`config.mk`:
```
export PLATFORM = sky130hd
export DESIGN_NAME = brick_field
export DESIGN_NICKNAME = d
export VERILOG_FILES = /design/src/rtl/brick_field.sv
export SDC_FILE = /design/constraint.sdc
export NUM_CORES = 1
export LEC_CHECK = 0
export ABC_AREA = 1
export ABC_CLOCK_PERIOD_IN_PS = 3500
export BUFFER_PORTS_ARGS = -buffer_cell sky130_fd_sc_hd__buf_2
export CAP_MARGIN = 20
export CELL_PAD_IN_SITES_DETAIL_PLACEMENT = 0
export CELL_PAD_IN_SITES_GLOBAL_PLACEMENT = 1
export CORE_AREA = 2 2 155 195
export CTS_CLUSTER_DIAMETER = 120
export DETAILED_ROUTE_END_ITERATION = 8
export DIE_AREA = 0 0 157 197
export GPL_TIMING_DRIVEN = 0
export HOLD_SLACK_MARGIN = 0.12
export PLACE_DENSITY_LB_ADDON = 0.25
export SYNTH_ARGS = -nofsm -noshare
export SYNTH_HDL_FRONTEND = slang
export SYNTH_SLANG_ARGS = --single-unit
export TNS_END_PERCENT = 30
```
`constraint.sdc`:
```
create_clock -name clk -period 3.5 [get_ports clk]
set_input_delay 0.875 -clock clk [delete_from_list [all_inputs] [get_ports clk]]
set_output_delay 0.875 -clock clk [all_outputs]
set_load 0.02 [all_outputs]
```
`src/rtl/brick_field.sv`:
```
`default_nettype none
// ============================================================================
//  Module      : brick_field
//  Description : ROWS x COLS brick array with HP_W-bit hit points per brick.
//                Loads per-level patterns, resolves ball hit requests over a
//                valid/ready handshake, keeps a saturating score and the
//                live-brick count, and exports a flat hp bus for rendering.
//  Revision    : 1.0 - initial release
// ============================================================================
module brick_field #(
  parameter int ROWS     = 4,
  parameter int COLS     = 16,
  parameter int HP_W     = 2,
  parameter int SCORE_W  = 14,
  parameter int PTS_HIT  = 1,
  parameter int PTS_KILL = 4,
  parameter int ROW_W    = $clog2(ROWS),
  parameter int COL_W    = $clog2(COLS)
) (
  input  logic                                 clk,
  input  logic                                 rst,
  input  logic                                 load_req,
  input  logic [2:0]                           load_level,
  output logic                                 load_busy,
  input  logic                                 hit_valid,
  input  logic [ROW_W-1:0]                     hit_row,
  input  logic [COL_W-1:0]                     hit_col,
  output logic                                 hit_ready,
  output logic                                 resp_valid,
  output logic                                 resp_brick,
  output logic                                 resp_kill,
  output logic [ROWS*COLS*HP_W-1:0]            bricks,
  output logic [$clog2(ROWS*COLS+1)-1:0]       remaining,
  output logic                                 cleared,
  output logic [SCORE_W-1:0]                   score
);

  localparam int N      = ROWS * COLS;
  localparam int IDX_W  = (N > 1) ? $clog2(N) : 1;
  localparam int CNT_W  = $clog2(N + 1);
  localparam int HP_MAX = (1 << HP_W) - 1;
  localparam logic [SCORE_W:0]  SCORE_MAX = {1'b0, {SCORE_W{1'b1}}};
  localparam logic [IDX_W-1:0]  LAST_IDX  = IDX_W'(N - 1);

  typedef enum logic [1:0] {
    ST_IDLE = 2'd0,
    ST_LOAD = 2'd1,
    ST_RESP = 2'd2
  } state_t;

  state_t             state_q, state_d;
  logic [IDX_W-1:0]   k_q, k_d;           // brick index being written during LOAD
  logic [HP_W-1:0]    phase_q, phase_d;   // (row + level) mod HP_MAX for the row being loaded
  logic [HP_W-1:0]    hp_q [N];
  logic [HP_W-1:0]    hp_d [N];
  logic [SCORE_W-1:0] score_q, score_d;
  logic [CNT_W-1:0]   remaining_q, remaining_d;
  logic               loaded_q, loaded_d;
  logic [IDX_W-1:0]   idx_q, idx_d;       // flat index of the accepted hit
  logic               resp_valid_q, resp_valid_d;
  logic               resp_brick_q, resp_brick_d;
  logic               resp_kill_q, resp_kill_d;

  // Hit target lookup; out-of-range coordinates never address the array.
  logic               hit_in_range;
  logic [IDX_W-1:0]   hit_idx;
  logic [HP_W-1:0]    hit_hp;
  logic               row_end;
  logic [HP_W-1:0]    start_phase;
  logic [SCORE_W:0]   score_sum;

  // Decode the hit request and load-sequencing helpers.
  always_comb begin
    hit_in_range = (32'(hit_row) < 32'(ROWS)) && (32'(hit_col) < 32'(COLS));
    hit_idx      = IDX_W'(32'(hit_row) * 32'(COLS) + 32'(hit_col));
    hit_hp       = hit_in_range ? hp_q[hit_idx] : '0;
    row_end      = (32'(k_q) % 32'(COLS)) == 32'(COLS - 1);
    start_phase  = HP_W'(32'(load_level) % 32'(HP_MAX));
    score_sum    = {1'b0, score_q}
                 + (SCORE_W + 1)'(resp_kill_q ? (PTS_HIT + PTS_KILL) : PTS_HIT);
  end

  // Next-state logic for the IDLE / LOAD / RESP controller and the brick store.
  always_comb begin
    state_d      = state_q;
    k_d          = k_q;
    phase_d      = phase_q;
    hp_d         = hp_q;
    score_d      = score_q;
    remaining_d  = remaining_q;
    loaded_d     = loaded_q;
    idx_d        = idx_q;
    resp_valid_d = 1'b0;
    resp_brick_d = 1'b0;
    resp_kill_d  = 1'b0;

    case (state_q)
      ST_IDLE: begin
        if (load_req) begin
          // A load always wins over a hit offered in the same cycle.
          state_d     = ST_LOAD;
          k_d         = '0;
          phase_d     = start_phase;
          remaining_d = '0;
          if (load_level == 3'd0) begin
            score_d = '0;
          end
        end else if (hit_valid) begin
          // The array cannot change before RESP, so the response flags are
          // resolved here and presented as registered outputs next cycle.
          state_d      = ST_RESP;
          idx_d        = hit_idx;
          resp_valid_d = 1'b1;
          resp_brick_d = (hit_hp != '0);
          resp_kill_d  = (hit_hp == HP_W'(1));
        end
      end

      ST_LOAD: begin
        hp_d[k_q]   = phase_q + HP_W'(1);
        remaining_d = remaining_q + CNT_W'(1);
        if (k_q == LAST_IDX) begin
          state_d  = ST_IDLE;
          loaded_d = 1'b1;
        end else begin
          k_d = k_q + IDX_W'(1);
          if (row_end) begin
            phase_d = (32'(phase_q) == 32'(HP_MAX - 1)) ? '0 : phase_q + HP_W'(1);
          end
        end
      end

      ST_RESP: begin
        state_d = ST_IDLE;
        if (resp_brick_q) begin
          hp_d[idx_q] = hp_q[idx_q] - HP_W'(1);
          score_d     = (score_sum > SCORE_MAX) ? SCORE_MAX[SCORE_W-1:0]
                                                : score_sum[SCORE_W-1:0];
          if (resp_kill_q) begin
            remaining_d = remaining_q - CNT_W'(1);
          end
        end
      end

      default: state_d = ST_IDLE;
    endcase
  end

  // State registers; reset discards any partial load or pending response.
  always_ff @(posedge clk) begin
    if (rst) begin
      state_q      <= ST_IDLE;
      k_q          <= '0;
      phase_q      <= '0;
      for (int i = 0; i < N; i++) begin
        hp_q[i] <= '0;
      end
      score_q      <= '0;
      remaining_q  <= '0;
      loaded_q     <= 1'b0;
      idx_q        <= '0;
      resp_valid_q <= 1'b0;
      resp_brick_q <= 1'b0;
      resp_kill_q  <= 1'b0;
    end else begin
      state_q      <= state_d;
      k_q          <= k_d;
      phase_q      <= phase_d;
      hp_q         <= hp_d;
      score_q      <= score_d;
      remaining_q  <= remaining_d;
      loaded_q     <= loaded_d;
      idx_q        <= idx_d;
      resp_valid_q <= resp_valid_d;
      resp_brick_q <= resp_brick_d;
      resp_kill_q  <= resp_kill_d;
    end
  end

  // Flatten the hp store onto the render bus, brick (row*COLS+col) at slot k.
  generate
    for (genvar g = 0; g < N; g++) begin : g_bricks
      assign bricks[g*HP_W +: HP_W] = hp_q[g];
    end
  endgenerate

  assign load_busy  = (state_q == ST_LOAD);
  assign hit_ready  = (state_q == ST_IDLE) && !load_req;
  assign resp_valid = resp_valid_q;
  assign resp_brick = resp_brick_q;
  assign resp_kill  = resp_kill_q;
  assign remaining  = remaining_q;
  assign score      = score_q;
  assign cleared    = loaded_q && (remaining_q == '0) && !load_busy;

endmodule
`default_nettype wire

```
# Yosys cells after proc, flatten, opt, wreduce, memory -nomap -nowiden
# Cells that the tools add are included.
[word_totals]
regBits = 169
in_bits = 13
out_inout_bits = 155
[classes]
addsub = 7
div_mod_pow = 1
magnitude_cmp = 6
eq_ne = 14
n_mux = 37
n_bitwise = 6
reduce_logical = 25
[ops]
columns = ["op", "n"]
rows = [
  ["$bwmux 128", 2],
  ["$pmux 128 s2", 1],
  ["$mux 128", 1],
  ["$mux 14", 4],
  ["$mod 3x2->32 const B", 1],
  ["$pmux 14 s2", 1],
  ["$mux 2", 13],
  ["$bmux 2 s6", 2],
  ["$demux 2 s6", 2],
  ["$ge 7x7->1 const B", 3],
  ["$mux 7", 3],
  ["$not 6->7", 3],
  ["$pmux 7 s3", 1],
  ["$add 14x3->15", 1],
  ["$gt 15x14->1 const B", 1],
  ["$lt 7x1->1 const B", 2],
  ["$mux 6", 2],
  ["$pmux 6 s2", 1],
  ["$reduce_and 4->1", 3],
  ["$ne 2x2->1 const B", 5],
  ["$pmux 2 s2", 2],
  ["$reduce_bool 2->1", 4],
  ["$add 7x1->7 const B", 1],
  ["$logic_not 7->1", 1],
  ["23 further kinds", 36],
]

# Logic depth before layout (Yosys ltp)
[depth]
word_depth = 8
mapped_depth = 15
mapped_depth_nobuf = 14

# Least setup slack after synthesis
# Ideal clock, no wire load.
[synth_timing]
path_kind = "in2reg"
startpoint = "input port load_req"
endpoint = "register score_q[3], in the netlist score[3]"
setup_time_ps = 132
arrival_time_ps = 2197
t_required_ps = 3368
slack_ps = 1171
stages = 9
cell_sequence = "nor2_1 inv_1 o21ai_0 a21oi_1 o21ai_1 nor2_1 clkbuf_1 nand2_1 a21oi_1"
[synth_via]
elab_chain_len = 2
[synth_rtl]
columns = ["element", "line", "source"]
rows = [
  ["from (decl)", "22", "input logic load_req,"],
  ["$ne 2x2->1 (no line)", "--", ""],
  ["$reduce_and 4->1 (no line)", "--", ""],
  ["to (signal assigned)", "170", "score_q <= score_d;"],
  ["to (decl)", "56", "logic [SCORE_W-1:0] score_q, score_d;"],
]
# No other way between the ends.
# A chain may end at the register's enable or synchronous reset.

# Final worst setup path
[layout_timing]
startpoint = "register state_q[0]"
endpoint = "register hp_q, in the netlist bricks[97]"
[layout_via]
elab_chain_len = 3
[layout_rtl]
columns = ["element", "line", "source"]
rows = [
  ["from (decl)", "51", "state_t state_q, state_d;"],
  ["from (signal assigned)", "166", "state_q <= state_d;"],
  ["$eq 2x2->1 or $eq 2x1->1 (tied branches)", "97", "case (state_q)"],
  ["$ne 2x2->1 (no line) or $reduce_bool 2->1 (tied branches)", "--", ""],
  ["$reduce_and 2->1 (no line)", "--", ""],
  ["to (signal assigned)", "169", "hp_q <= hp_d;"],
  ["to (decl)", "54", "logic [HP_W-1:0] hp_q [N];"],
]
# Parallel ways exist; a longest one is shown, timed or not.

==> out/qor.csv <==
stage,metric,value,unit
worst_setup_path,reg2reg end,bricks[97],
worst_setup_path,CP max-delay cell,buf_1,
clock_tree,CTS Hold Bufs,0,
final_layout,final core occ,0.504,
worst_setup_path,R2R setup slack,0.05,ns
sta,fmax,290,MHz
grt,first-pass GRT wire length,99.3,mm
clock_tree,CTS Root Buffer Type,clkbuf_16,
sta,"Worst Setup Slack, final",0.0480,ns
worst_setup_path,RR Startpoint,state_q[0],
sta,hold_ws,0.467,ns
drt,drt via density,6.01,
min_path,Tightest Hold Check Type,reg -> reg,
worst_setup_path,CP max FO,11,
yosys,Syn Area/Cell,5.80,um2
sta,Slew Limit Fails,0,
grt,vias in the first global route,15200,
yosys,Synth cell types,40,
yosys,"area leader, netlist",dfxtp_1,
min_path,hold path cells,2,
final_layout,Storage cell area,3380,um2
min_path,hold endpoint,loaded_q,
clock_tree,worst-case clock buffer depth,2,
yosys,Netlist Area Pre-Place,12700,um2
sta,clock skew,0.0152,ns
yosys,Synth Flop Type,dfxtp_1,
yosys,number of flops mapped to enable cells by yosys,0,
place,Placer Congestion,1.06,
worst_setup_path,cell-by-cell trace of the critical path,inv_1 -> ha_1 -> inv_1 -> buf_1 -> clkbuf_2 -> nand2_1 -> a21oi_1 -> inv_1 -> a21oi_1 -> a21oi_1,
worst_setup_path,CP endpoint kind,flop,
power,Pwr Density,366,nW/um2
yosys,syn nets,2217,
final_layout,multi-input logic area,7660,um2
sta,"Hold Vio Cnt, Final",0,
power,total power,5.36,mW
floorplanning,die area,30900,um2
grt,grt ovf,0,
worst_setup_path,CP top delay family,buffers and inverters,
sta,Final Critical Period,3.45,ns
yosys,synthesized flop and latch total,169,
min_path,hold path start,loaded_q,
place,DP Worst Slack,-1.13,ns
grt,initial antenna violation count,2,
sta,final worst path period share,0.986,
floorplanning,DIE HEIGHT,197,um
worst_setup_path,CP required,3.85,ns
power,Lkg Pwr,6.39,nW
drt,post-DR wirelength/cell,25.2,um
place,DP HPWL,50.1,mm
drt,Remaining DRCs,0,
flow_run,Max-Cap Viols,0,
power,VDD IR max,0.288,mV
yosys,Area contributors post-synth,"dfxtp_1 27%, nand2_1 14%, a21oi_1 12%",
clock_tree,"Setup Fix Bufs, Post-CTS",0,
clock_tree,clk sinks,169,
final_layout,fillers,3077,
worst_setup_path,Reg2Reg Depth,10,
drt,Iter 0 DRT Violations,2300,
final_layout,area delta synth->final,15.1,%
clock_tree,CTS tree,done,
worst_setup_path,crit path DAT,3.80,ns
sta,count of final setup violators,0,
clock_tree,TritonCTS buffer count,17,
place,Placed Area,14000,um2
worst_setup_path,CP startpoint kind,flop,
floorplanning,Die W,157,um
sta,RSZ-0062 raised after global routing,false,
yosys,share of the synthesized area in the top cell type,0.266,
floorplanning,Core ar.,29000,um2
clock_tree,CTS H-Tree Depth,4,
final_layout,fin area,14600,um2
worst_setup_path,crit path buf inv count,5,
drt,ANT nets after route,0,
grt,total track usage,0.447,
final_layout,fraction of layout cells with a size suffix above 1,0.118,
floorplanning,FP Rows,70,
drt,DR pass1 iterations,8,
floorplanning,IO Pins,168,
yosys,"Async S/R FF share, synth",0,
final_layout,# nets final,2398,
yosys,sequential share of the synthesized area,0.266,
place,Buffers on Ports,163,
drt,Vias,16700,
worst_setup_path,kind of critical path,reg -> reg,
clock_tree,worst-skew pair later-pin latency,0.46,ns
sta,Slew @ Worst Pin,1.17,ns
status,status,"finished, final reports clean",
worst_setup_path,slowest cell delay on critical path,0.87,ns
yosys,Syn. warnings,0,
grt,largest net degree at the start of global routing,17,
yosys,Mapped Cells,2188,
clock_tree,Worst-path clk slew,0.07,ns
drt,WL final,70.1,mm
floorplanning,Initial Util,0.438,
sta,Slew headroom,0.220,
## state kept, by name (all words and copies together) (netlist names)
register and count:
bricks 128, idx_q 6, k_q 6, loaded_q 1
phase_q 2, remaining 7, resp_brick 1, resp_kill 1
resp_valid 1, score 14, state_q 2
## final cells by class
cell class	count	area share
Multi-Input combinational cell	1617	0.524
Sequential cell	169	0.231
Inverter	288	0.0740
Timing Repair Buffer	163	0.0558
Buffer	113	0.0413
Tap cell	396	0.0339
Clock buffer	21	0.0315
Clock inverter	11	0.00770
Antenna cell	1	0.000171
## through the flow
stage,std cells,setup TNS (ns)
detailed placement,2747,-41.72
floorplan,2188,0
finish,2779,0
global route,2778,0
global placement,2747,-39.26
CTS,2778,0
## routing by layer
metal | up-vias | track usage | share of wire
li1 | 7520 | - | -
met1 | 7738 | 0.532 | 0.36
met2 | 1155 | 0.701 | 0.43
met3 | 293 | 0.0985 | 0.11
met4 | 4 | 0.335 | 0.091
met5 | - | 0 | 0.00041
## logic make-up (layout without fill, tap and decap cells)
logic type	after synthesis	count (layout)	share of synthesized area
buffers and inverters	402	596	0.132
XOR/XNOR	5	5	0.00345
adder cells (fa/ha/maj)	16	16	0.0164
AND/OR/NAND/NOR	982	982	0.328
other	0	1	0
AO/OA/AOI/OAI	614	614	0.255
flip-flops	169	169	0.266
## what timing repair did
action                                 4_1_cts  5_1_grt
endpoints found under the hold margin        0        0
setup endpoints to repair                   60       12
gates resized for setup                      9        8
## placed cells by master, fill, tap and decap left out, types with 14 or more instances in the layout
| cell | count |
|---|---|
| a21boi_0 | 18 |
| a21oi_1 | 295 |
| a31oi_1 | 28 |
| buf_2 | 180 |
| buf_6 | 17 |
| clkbuf_1 | 62 |
| clkbuf_16 | 17 |
| dfxtp_1 | 169 |
| ha_1 | 14 |
| inv_1 | 275 |
| nand2_1 | 485 |
| nand3_1 | 197 |
| nor2_1 | 228 |
| nor3_1 | 20 |
| o211ai_1 | 17 |
| o21ai_0 | 237 |
## tightest hold or removal path: cells and delay by family (launching register included)
family          cells  cell delay (ns)
flops               1             0.30
buf+inv             1             0.06
compound gates      1             0.06
## cell usage after synthesis (8+ instances only)
cell type  count
a21boi_0      18
a21oi_1      295
a31oi_1       28
buf_1          9
buf_2         16
buf_6         17
clkbuf_1      67
dfxtp_1      169
ha_1          15
inv_1        275
inv_2         10
nand2_1      485
nand3_1      197
nor2_1       228
nor2_4         8
nor3_1        20
o211ai_1      17
o21a_1         9
o21ai_0      237
or2_2         11
## power breakdown
part	switching [mW]	internal [mW]
Clock	0.931	1.03
Combinational	1.14	0.292
Sequential	0.0277	1.94
## worst max path at each step
stage | depth (start not counted) | endpoint | slack [ns] | start
after floorplan | 9 | score[3] | 1.17 | load_req
after global placement | 10 | bricks[19] | -1.08 | phase_q[0]
after detailed placement | 10 | bricks[19] | -1.13 | phase_q[0]
after CTS | 9 | bricks[127] | 0.14 | phase_q[0]
after global routing | 10 | bricks[112] | 0.02 | state_q[0]
final | 10 | bricks[97] | 0.05 | state_q[0]
(Power assumes the default switching activity.)
